## config.mk

```make
export PLATFORM = sky130hd
export DESIGN_NAME = smart_house_cmd_tx
export DESIGN_NICKNAME = d
export VERILOG_FILES = /design/src/rtl/smart_house_pkg.sv /design/src/rtl/smart_house_cmd_rom.sv /design/src/rtl/smart_house_cmd_tx.sv
export SDC_FILE = /design/constraint.sdc
export NUM_CORES = 1
export LEC_CHECK = 0
export BUFFER_PORTS_ARGS = -buffer_cell sky130_fd_sc_hd__buf_2
export CORE_UTILIZATION = 60
export CTS_CLUSTER_SIZE = 30
export DETAILED_ROUTE_END_ITERATION = 16
export HOLD_SLACK_MARGIN = 0.12
export MAX_ROUTING_LAYER = met4
export PLACE_DENSITY = 0.8
export SETUP_SLACK_MARGIN = 0.02
export SKIP_CTS_REPAIR_TIMING = 1
export SYNTH_ARGS = -nofsm -noshare
export SYNTH_HDL_FRONTEND = slang
export SYNTH_SLANG_ARGS = --single-unit
```

## constraint.sdc

```tcl
create_clock -name clock -period 3.25 [get_ports clock]
set_input_delay 0.1625 -clock clock [delete_from_list [all_inputs] [get_ports clock]]
set_output_delay 0.1625 -clock clock [all_outputs]
set_load 0.005 [all_outputs]
```

## src/rtl/smart_house_pkg.sv

```systemverilog
// Shared types, ASCII constants and command strings for the smart-house
// command transmitter.
package smart_house_pkg;

   localparam int unsigned CHAR_W  = 8;
   localparam int unsigned IDX_W   = 4;
   localparam int unsigned MAX_LEN = 11;
   localparam int unsigned STR_W   = CHAR_W * MAX_LEN;

   typedef enum logic [1:0] {
      CMD_OPEN_WINDOW  = 2'd0,
      CMD_CLOSE_WINDOW = 2'd1,
      CMD_MUSIC_ON     = 2'd2,
      CMD_LIGHT_ON     = 2'd3
   } cmd_code_e;

   typedef enum logic [1:0] {
      ST_IDLE,
      ST_LOAD,
      ST_SEND,
      ST_GAP
   } tx_state_e;

   localparam logic [CHAR_W-1:0] CH_NUL = 8'h00;
   localparam logic [CHAR_W-1:0] CH_C   = 8'h63;
   localparam logic [CHAR_W-1:0] CH_D   = 8'h64;
   localparam logic [CHAR_W-1:0] CH_E   = 8'h65;
   localparam logic [CHAR_W-1:0] CH_G   = 8'h67;
   localparam logic [CHAR_W-1:0] CH_H   = 8'h68;
   localparam logic [CHAR_W-1:0] CH_I   = 8'h69;
   localparam logic [CHAR_W-1:0] CH_L   = 8'h6C;
   localparam logic [CHAR_W-1:0] CH_M   = 8'h6D;
   localparam logic [CHAR_W-1:0] CH_N   = 8'h6E;
   localparam logic [CHAR_W-1:0] CH_O   = 8'h6F;
   localparam logic [CHAR_W-1:0] CH_P   = 8'h70;
   localparam logic [CHAR_W-1:0] CH_S   = 8'h73;
   localparam logic [CHAR_W-1:0] CH_T   = 8'h74;
   localparam logic [CHAR_W-1:0] CH_U   = 8'h75;
   localparam logic [CHAR_W-1:0] CH_W   = 8'h77;

   localparam logic [IDX_W-1:0] LEN_OPEN_WINDOW  = 4'd10;
   localparam logic [IDX_W-1:0] LEN_CLOSE_WINDOW = 4'd11;
   localparam logic [IDX_W-1:0] LEN_MUSIC_ON     = 4'd7;
   localparam logic [IDX_W-1:0] LEN_LIGHT_ON     = 4'd7;

   // Strings are left-aligned: character 0 sits in the most significant byte.
   localparam logic [STR_W-1:0] STR_OPEN_WINDOW =
      {CH_O, CH_P, CH_E, CH_N, CH_W, CH_I, CH_N, CH_D, CH_O, CH_W, CH_NUL};
   localparam logic [STR_W-1:0] STR_CLOSE_WINDOW =
      {CH_C, CH_L, CH_O, CH_S, CH_E, CH_W, CH_I, CH_N, CH_D, CH_O, CH_W};
   localparam logic [STR_W-1:0] STR_MUSIC_ON =
      {CH_M, CH_U, CH_S, CH_I, CH_C, CH_O, CH_N, CH_NUL, CH_NUL, CH_NUL, CH_NUL};
   localparam logic [STR_W-1:0] STR_LIGHT_ON =
      {CH_L, CH_I, CH_G, CH_H, CH_T, CH_O, CH_N, CH_NUL, CH_NUL, CH_NUL, CH_NUL};

   function automatic logic [CHAR_W-1:0] str_char(input logic [STR_W-1:0] str,
                                                  input logic [IDX_W-1:0] idx);
      logic [CHAR_W-1:0] ch;
      ch = CH_NUL;
      for (int unsigned i = 0; i < MAX_LEN; i++) begin
         if (idx == IDX_W'(i)) ch = CHAR_W'(str >> ((MAX_LEN - 1 - i) * CHAR_W));
      end
      return ch;
   endfunction

endpackage

```

## src/rtl/smart_house_cmd_rom.sv

```systemverilog
// Command string ROM: maps (command, character index) to the ASCII character
// and reports the command's string length.
module smart_house_cmd_rom
   import smart_house_pkg::*;
(
   input  cmd_code_e         cmd_i,
   input  logic [IDX_W-1:0]  idx_i,
   output logic [CHAR_W-1:0] char_o,
   output logic [IDX_W-1:0]  len_o
);

   logic [STR_W-1:0] str;

   always_comb begin
      str   = STR_OPEN_WINDOW;
      len_o = LEN_OPEN_WINDOW;
      case (cmd_i)
         CMD_OPEN_WINDOW:  begin str = STR_OPEN_WINDOW;  len_o = LEN_OPEN_WINDOW;  end
         CMD_CLOSE_WINDOW: begin str = STR_CLOSE_WINDOW; len_o = LEN_CLOSE_WINDOW; end
         CMD_MUSIC_ON:     begin str = STR_MUSIC_ON;     len_o = LEN_MUSIC_ON;     end
         CMD_LIGHT_ON:     begin str = STR_LIGHT_ON;     len_o = LEN_LIGHT_ON;     end
      endcase
      char_o = (idx_i < len_o) ? str_char(str, idx_i) : CH_NUL;
   end

endmodule

```

## src/rtl/smart_house_cmd_tx.sv

```systemverilog
// Queues smart-house commands and streams each one to the controller as an
// ASCII string with a valid/ready handshake, followed by an idle gap.
module smart_house_cmd_tx
   import smart_house_pkg::*;
#(
   parameter int unsigned GAP_CYCLES = 2,
   parameter int unsigned FIFO_DEPTH = 2
) (
   input  logic              clock,
   input  logic              reset,
   input  logic              cmd_valid,
   input  logic [1:0]        cmd_code,
   output logic              cmd_ready,
   output logic [CHAR_W-1:0] char_out,
   output logic              char_valid,
   input  logic              char_ready,
   input  logic              abort,
   output logic              busy,
   output logic              cmd_done
);

   localparam int unsigned PTR_W = (FIFO_DEPTH > 1) ? $clog2(FIFO_DEPTH) : 1;
   localparam int unsigned CNT_W = $clog2(FIFO_DEPTH + 1);
   localparam int unsigned GAP_W = (GAP_CYCLES > 1) ? $clog2(GAP_CYCLES) : 1;
   localparam logic [GAP_W-1:0] GAP_LAST = GAP_W'((GAP_CYCLES > 0) ? GAP_CYCLES - 1 : 0);

   tx_state_e         state_q, state_d, after_cmd;
   cmd_code_e         fifo_q [FIFO_DEPTH];
   cmd_code_e         cmd_q, cmd_d;
   logic [PTR_W-1:0]  wr_ptr_q, wr_ptr_d, rd_ptr_q, rd_ptr_d;
   logic [CNT_W-1:0]  count_q, count_d;
   logic [IDX_W-1:0]  idx_q, idx_d, len_q, len_d;
   logic [GAP_W-1:0]  gap_q, gap_d;
   logic [CHAR_W-1:0] char_q, char_d, rom_char;
   logic [IDX_W-1:0]  rom_len;
   logic              cmd_ready_q, cmd_ready_d;
   logic              char_valid_q, char_valid_d;
   logic              busy_q, busy_d;
   logic              done_q, done_d;
   logic              push, pop, fifo_empty, xfer, last_char;

   // ROM is addressed with next-state values so char_out can be registered.
   smart_house_cmd_rom u_rom (
      .cmd_i  (cmd_d),
      .idx_i  (idx_d),
      .char_o (rom_char),
      .len_o  (rom_len)
   );

   always_comb begin
      state_d    = state_q;
      cmd_d      = cmd_q;
      idx_d      = idx_q;
      gap_d      = gap_q;
      rd_ptr_d   = rd_ptr_q;
      wr_ptr_d   = wr_ptr_q;
      done_d     = 1'b0;
      pop        = 1'b0;
      push       = cmd_valid && cmd_ready_q;
      fifo_empty = (count_q == '0);
      xfer       = char_valid_q && char_ready;
      last_char  = (idx_q == len_q - IDX_W'(1));
      after_cmd  = (GAP_CYCLES != 0) ? ST_GAP : (fifo_empty ? ST_IDLE : ST_LOAD);

      case (state_q)
         ST_IDLE: if (!fifo_empty) state_d = ST_LOAD;
         ST_LOAD: begin
            pop      = 1'b1;
            cmd_d    = fifo_q[rd_ptr_q];
            rd_ptr_d = rd_ptr_q + PTR_W'(1);
            idx_d    = '0;
            state_d  = ST_SEND;
         end
         ST_SEND: begin
            // A last-character transfer wins over a coincident abort.
            if (xfer && last_char) begin
               done_d  = 1'b1;
               gap_d   = '0;
               state_d = after_cmd;
            end else if (abort) begin
               gap_d   = '0;
               state_d = after_cmd;
            end else if (xfer) begin
               idx_d = idx_q + IDX_W'(1);
            end
         end
         ST_GAP: begin
            if (gap_q == GAP_LAST) state_d = fifo_empty ? ST_IDLE : ST_LOAD;
            else                   gap_d   = gap_q + GAP_W'(1);
         end
         default: state_d = ST_IDLE;
      endcase

      if (push) wr_ptr_d = wr_ptr_q + PTR_W'(1);
      count_d      = count_q + CNT_W'(push) - CNT_W'(pop);
      cmd_ready_d  = (count_d < CNT_W'(FIFO_DEPTH));
      busy_d       = (count_d != '0) || (state_d != ST_IDLE);
      char_valid_d = (state_d == ST_SEND);
   end

   always_comb begin
      len_d  = (state_q == ST_LOAD) ? rom_len : len_q;
      char_d = char_valid_d ? rom_char : CH_NUL;
   end

   always_ff @(posedge clock) begin
      if (reset) begin
         state_q      <= ST_IDLE;
         cmd_q        <= CMD_OPEN_WINDOW;
         wr_ptr_q     <= '0;
         rd_ptr_q     <= '0;
         count_q      <= '0;
         idx_q        <= '0;
         len_q        <= '0;
         gap_q        <= '0;
         char_q       <= CH_NUL;
         cmd_ready_q  <= 1'b1;
         char_valid_q <= 1'b0;
         busy_q       <= 1'b0;
         done_q       <= 1'b0;
      end else begin
         state_q      <= state_d;
         cmd_q        <= cmd_d;
         wr_ptr_q     <= wr_ptr_d;
         rd_ptr_q     <= rd_ptr_d;
         count_q      <= count_d;
         idx_q        <= idx_d;
         len_q        <= len_d;
         gap_q        <= gap_d;
         char_q       <= char_d;
         cmd_ready_q  <= cmd_ready_d;
         char_valid_q <= char_valid_d;
         busy_q       <= busy_d;
         done_q       <= done_d;
      end
   end

   always_ff @(posedge clock) begin
      if (push) fifo_q[wr_ptr_q] <= cmd_code_e'(cmd_code);
   end

   assign cmd_ready  = cmd_ready_q;
   assign char_out   = char_q;
   assign char_valid = char_valid_q;
   assign busy       = busy_q;
   assign cmd_done   = done_q;

endmodule

```

# Word level (Yosys, flattened, before mapping)
# Memory sizes are Yosys's and may differ from the RTL's. A register that Yosys moved wholly into a read port is not among the register bits.
# Cells that the tools add are included.
# Widths: inputs -> output; s select.
dict set report totals {
  reg_bits 29
  mem_bits_rw 4
  inputBits 7
  out_inout_bits 12
  mem_count 1
}
dict set report op_classes {
  n_addsub 7
  magnitude_cmp 2
  n_eq_ne 19
  n_mux 34
  bitwise 3
  reduce_logical 15
}
# name depth width read_ports rd_clocked_by_memory_dff wr line
set mem_list {}
lappend mem_list {fifo_q 2 2 1 1 1 smart_house_cmd_tx.sv:28} ;# cmd_code_e fifo_q [FIFO_DEPTH];
# operator n
set op_table {}
lappend op_table {{$pmux 88 s4} 1}
lappend op_table {{$mux 8} 11}
lappend op_table {{$eq 4x3->1 const B} 4}
lappend op_table {{$eq 4x4->1 const B} 3}
lappend op_table {{$mux 4} 3}
lappend op_table {{$pmux 4 s3} 1}
lappend op_table {{$eq 2x2->1 const B} 5}
lappend op_table {{$mux 1} 10}
lappend op_table {{$mux 2} 5}
lappend op_table {{$eq 4x2->1 const B} 2}
lappend op_table {{$pmux 2 s4} 1}
lappend op_table {{$pmux 4 s2} 1}
lappend op_table {{$logic_not 2->1} 3}
lappend op_table {{$reduce_bool 2->1} 3}
lappend op_table {{$add 4x1->4 const B} 1}
lappend op_table {{$eq 2x1->1 const B} 2}
lappend op_table {{$eq 4x1->1 const B} 1}
lappend op_table {{$eq 4x4->1} 1}
lappend op_table {{$logic_not 4->1} 1}
lappend op_table {{$lt 4x4->1} 1}
lappend op_table {{$reduce_or 2->1} 2}
lappend op_table {{$sub 4x1->4 const B} 1}
lappend op_table {{$add 1x1->1 const B} 3}
lappend op_table {{$logic_and 1x1->1} 3}
lappend op_table {{9 further kinds} 11}

# Logic depth before layout (Yosys ltp)
dict set report depth {
  ltp_word 17
  mapped_depth 16
  ltp_nobuf 15
}

# Modules after synthesis
# From an unflattened synthesis, not the netlist that was laid out.
dict set report hier_totals {
  cells_unflattened 258
  area_unflattened_um2 2318.5
}
# mod n_inst cells_each area_each_um2 seq_area_each_um2
set by_module_without_submodules {}
lappend by_module_without_submodules {smart_house_cmd_tx 1 152 1535.2 720.7}
lappend by_module_without_submodules {smart_house_cmd_rom 1 106 783.3 0.0}

# Least setup slack after synthesis
# No wires, ideal clock.
dict set report synth_timing {
  kind {reg-to-reg}
  from {register state_q[1]}
  to {register char_q[2], in the netlist char_out[2]}
  setup_ns 0.120
  arrival_time_ns 2.717
  required_ns 3.130
  slack_ns 0.413
  stages_incl_launch_ff 14
  path_buffers 2
  synth_period_minus_slack_ns 2.837
  path_cell_list {dfxtp_1 -> inv_1 -> ha_1 -> clkbuf_1 -> o21ai_0 -> ha_1 -> clkbuf_1 -> nor2_1 -> ha_1 -> nand2_1 -> a211o_2 -> o2111ai_1 -> a21oi_1 -> o31a_1}
}
dict set report synth_between {
  elab_chain_cells 15
  elab_cells_between_ends 45
}
# item line
set synth_lines {}
lappend synth_lines {{start: declaration} smart_house_cmd_tx.sv:27} ;# tx_state_e state_q, state_d, after_cmd;
lappend synth_lines {{start signal: assignment} smart_house_cmd_tx.sv:122} ;# state_q <= state_d;
lappend synth_lines {{$eq 2x1->1} smart_house_cmd_tx.sv:65} ;# case (state_q)
lappend synth_lines {{$mux 2} smart_house_cmd_tx.sv:65}
lappend synth_lines {{$eq 2x2->1 (tied with other cells)} smart_house_cmd_rom.sv:17} ;# case (cmd_i)
lappend synth_lines {{$pmux 88 s4} smart_house_cmd_rom.sv:17}
lappend synth_lines {{$mux 8 (11 in a row)} smart_house_pkg.sv:61} ;# if (idx == IDX_W'(i)) ch = CHAR_W'(str >> ((MAX_LEN - 1 - i) * CHAR_W));
lappend synth_lines {{end signal: assignment} smart_house_cmd_tx.sv:130} ;# char_q <= char_d;
lappend synth_lines {{end: declaration} smart_house_cmd_tx.sv:34} ;# logic [CHAR_W-1:0] char_q, char_d, rom_char;
# Several ways; a longest one is shown, not always the timed one. The select of a mux whose other input is x is not followed.
# A chain may end at the register's enable or synchronous reset.

# Worst setup path after layout
dict set report layout_timing {
  from {register len_q[0]}
  to {register char_q[2], in the netlist char_out[2]}
}
dict set report layout_between {
  elab_chain_cells 17
  elab_cells_between_ends 34
}
# item line
set layout_lines {}
lappend layout_lines {{start: declaration} smart_house_cmd_tx.sv:32} ;# logic [IDX_W-1:0] idx_q, idx_d, len_q, len_d;
lappend layout_lines {{start signal: assignment} smart_house_cmd_tx.sv:128} ;# len_q <= len_d;
lappend layout_lines {{$sub 4x1->4 *} smart_house_cmd_tx.sv:62} ;# last_char = (idx_q == len_q - IDX_W'(1));
lappend layout_lines {{$eq 4x4->1 *} smart_house_cmd_tx.sv:62}
lappend layout_lines {{$logic_and 1x1->1 *} smart_house_cmd_tx.sv:76} ;# if (xfer && last_char) begin
lappend layout_lines {{$mux 4 *} smart_house_cmd_tx.sv:76}
lappend layout_lines {{$pmux 4 s2 *} smart_house_cmd_tx.sv:65}
lappend layout_lines {{via idx_d[3]} smart_house_cmd_tx.sv:32}
lappend layout_lines {{$logic_not 4->1} smart_house_pkg.sv:61}
lappend layout_lines {{$mux 8 (11 in a row)} smart_house_pkg.sv:61}
# Mark *: on every way through the listed nets, which the timed path passes. The rest lies on a longest branch.

==> qor.csv <==
metric;value;unit
ANT nets after route;0;
core box area;3690;sq um
worst endpoint data arrival time;3.23;ns
share of the synthesized area in the top cell type;24.2;%
layout cells sized above 1;17.6;%
slowest stage delay, CP;0.41;ns
Post-synth EDFFs;4;
Final Hold Viols;0;
setup tns final;0;ns
I/O Pins;19;
Max Clock Freq;328;MHz
antenna violations before repair;0;
FFs w/ async S/R, synth;0;%
Synth Register Bits;32;
drc violations;0;
TritonCTS clock tree;built;
worst hold path class;in -> reg;
H-tree Lvls;2;
RePlAce Congestion;0.951;
First-pass DRT Iterations;6;
outcome;finished clean;
crit-path max FO;6;
Final nets;313;
worst r2r src;len_q[0]$_SDFFE_PP0P_;
max-slew violations;0;
area leader, netlist;dfxtp_1;
vias in the first global route;1976;
Least-Margin Pin Slew;0.602;ns
clock sinks;32;
gr ovfl total;0;
slowest CP cell;dfxtp_1;
post-synth cell types;70;
Reg2Reg Setup Slack;0.20;ns
final instance area;2500;sq um
final worst-path cycle share;93.9;%
R2R Path End;char_out[2]$_SDFF_PP0_;
Post-Place Cell Area;2380;sq um
Clock Skew;0.00522;ns
Routed WL per cell;16.0;um
hold endpoint;cmd_done$_SDFF_PP0_;
Cell Count, Final, Fillers Out;338;
required time of the critical path;3.43;ns
critical path capture point type;flop;
WHS Path Cells;3;
Min Clock Period, post-route;3.05;ns
Final setup violation count;0;
vias per cell;6.31;
die area;4110;sq um
CP top delay family;compound AO/OA/AOI/OAI gates;
Initial Utilization;62.8;%
# diodes;0;
row cnt;22;
DP Wirelength;3800;um
largest cells by area after synthesis;dfxtp_1, ha_1, edfxtp_1, nor2_1, nand2_1;
Synth Flop Type;dfxtp_1;
worst relative slew slack;59.5;%
Worst setup SP type;flop;
hold path startpoint;char_ready;
Mapped Area;2320;sq um
Buf/Inv on CP;2;
P per Cell Area;711;nW/um^2
die width;64.1;um
total CTS buffers;5;
# fillers;334;
YS warnings;0;
Buffers on Ports;17;
Max Root-Sink Buffers;2;
die height;64.1;um
root buf cell;clkbuf_8;
Mapped Cells;271;
dpl cells;328;
Final Util;67.7;%
largest net degree at the start of global routing;23;
sequential cell area;681;sq um
area of the multi-input gates;1450;sq um
clock-pin slew on the worst setup and hold paths;0.08;ns
DR vias;2133;
VDD IR max;0.475;mV
Mapped Nets;295;
syn avg cell area;8.55;sq um
RSZ-0062 raised after global routing;no;
final wirelength;5410;um
Detailed Route Iter0 Violations;174;
r2r worst-path depth;13;
worst path cell trace;inv_1, ha_1, xor2_1, and3_1, a211oi_1, o211a_1, inv_1, ha_1, nand2_1, a211o_2, o2111ai_1, a21oi_1, o31a_1;
Crit Path Class;reg -> reg;
first-pass GRT wire length;9130;um
gr usage total;29.4;%
P_leak;1.05;nW
# Max-Cap Violations;0;
post-synthesis sequential area ratio;29.4;%
area growth from synthesis to layout;7.78;%
clock insertion delay at the later pin of the skew report;0.29;ns
-- worst max path at each step --
stage,slack (ns),endpoint,startpoint,cells after the start
final,0.20,char_out[2]$_SDFF_PP0_,len_q[0]$_SDFFE_PP0P_,13
after global routing,0.02,char_out[2]$_SDFF_PP0_,state_q[0]$_SDFF_PP0_,12
after CTS,0.24,char_out[2]$_SDFF_PP0_,len_q[0]$_SDFFE_PP0P_,13
after detailed placement,0.27,char_out[2]$_SDFF_PP0_,len_q[0]$_SDFFE_PP0P_,13
after global placement,0.41,char_out[2]$_SDFF_PP0_,len_q[0]$_SDFFE_PP0P_,13
after floorplan,0.41,char_out[2]$_SDFF_PP0_,state_q[1]$_SDFF_PP0_,13
-- metal layers --
metal | track usage (%) | part of all wire [%] | vias to the layer above
li1 | - | - | 1013
met1 | 36.8 | 43 | 980
met2 | 46.9 | 46 | 124
met3 | 5.71 | 8.3 | 16
met4 | 10.8 | 2.1 | 0
met5 | - | 0 | -
-- power breakdown --
| group | internal [W] | switching (W) |
|---|---|---|
| combinational | 0.000355 | 0.000548 |
| sequential | 0.000490 | 0.0000592 |
| clock | 0.000152 | 0.000171 |
| total | 0.000997 | 0.000779 |
-- synthesized netlist by cell type (4+ instances only) --
cell type,number
a211oi_1,4
a21oi_1,14
buf_6,4
dfxtp_1,28
edfxtp_1,4
ha_1,17
inv_1,16
nand2_1,24
nand3_1,10
nand3b_1,4
nor2_1,29
nor2b_1,4
nor3_1,4
o21ai_0,15
xnor2_1,6
xor2_1,4
-- area by class of cell --
cell class | instances | share of cell area [%]
clock buffers | 5 | 2.76
clock inverters | 3 | 0.952
inverters | 17 | 2.56
multi-input cells | 208 | 58.0
flip-flops and latches | 32 | 27.3
well taps | 48 | 2.41
repair buffers | 25 | 6.02
-- kinds of logic after synthesis --
logic type | Yosys count | synth area share (%)
muxes | 4 | 1.78
buffers and inverters | 31 | 8.10
adders and majority gates | 17 | 9.18
DFF | 32 | 29.4
and+or+nand+nor | 95 | 20.5
other | 1 | 0.162
xor gates and xnor gates | 13 | 6.16
AOI/OAI and AO/OA | 78 | 24.7
-- metrics by stage --
step | hold slack [ns] | setup WS, ns | total power (W)
after floorplan | 0.261 | 0.413 | 0.00122
after global placement | 0.352 | 0.411 | 0.00142
after detailed placement | 0.356 | 0.275 | 0.00144
after CTS | 0.0553 | 0.241 | 0.00177
after global routing | 0.196 | 0.0216 | 0.00191
final | 0.185 | 0.199 | 0.00178
-- sequential cells by signal (all words and copies together), names as in the netlist, named ones only --
| register | count |
|---|---|
| state_q | 2 |
| idx_q | 4 |
| wr_ptr_q | 1 |
| cmd_ready | 1 |
| gap_q | 1 |
| rd_ptr_q | 1 |
| busy | 1 |
| len_q | 4 |
| count_q | 2 |
| char_out | 6 |
| cmd_q | 2 |
| cmd_done | 1 |
| char_valid | 1 |
| fifo_q | 4 |
-- worst min-delay path, stage by stage --
cell,delay [ns]
buf_2,0.12
nand2_1,0.10
nor4_1,0.05
-- cells in the final DEF, fill, tap and decap left out, drive strengths merged, types with 3 or more instances in the layout --
cell type   n
nor2       29
dfxtp      28
nand2      24
buf        23
ha         17
o21ai      17
inv        16
a21oi      16
nand3      10
a211oi      7
xnor2       6
xor2        6
clkbuf      5
nor3        5
nand3b      4
nor2b       4
edfxtp      4
and2        4
a211o       4
a21o        4
mux2i       3
and3        3
a31oi       3
No activity file was read; power rests on OpenSTA's default activity.
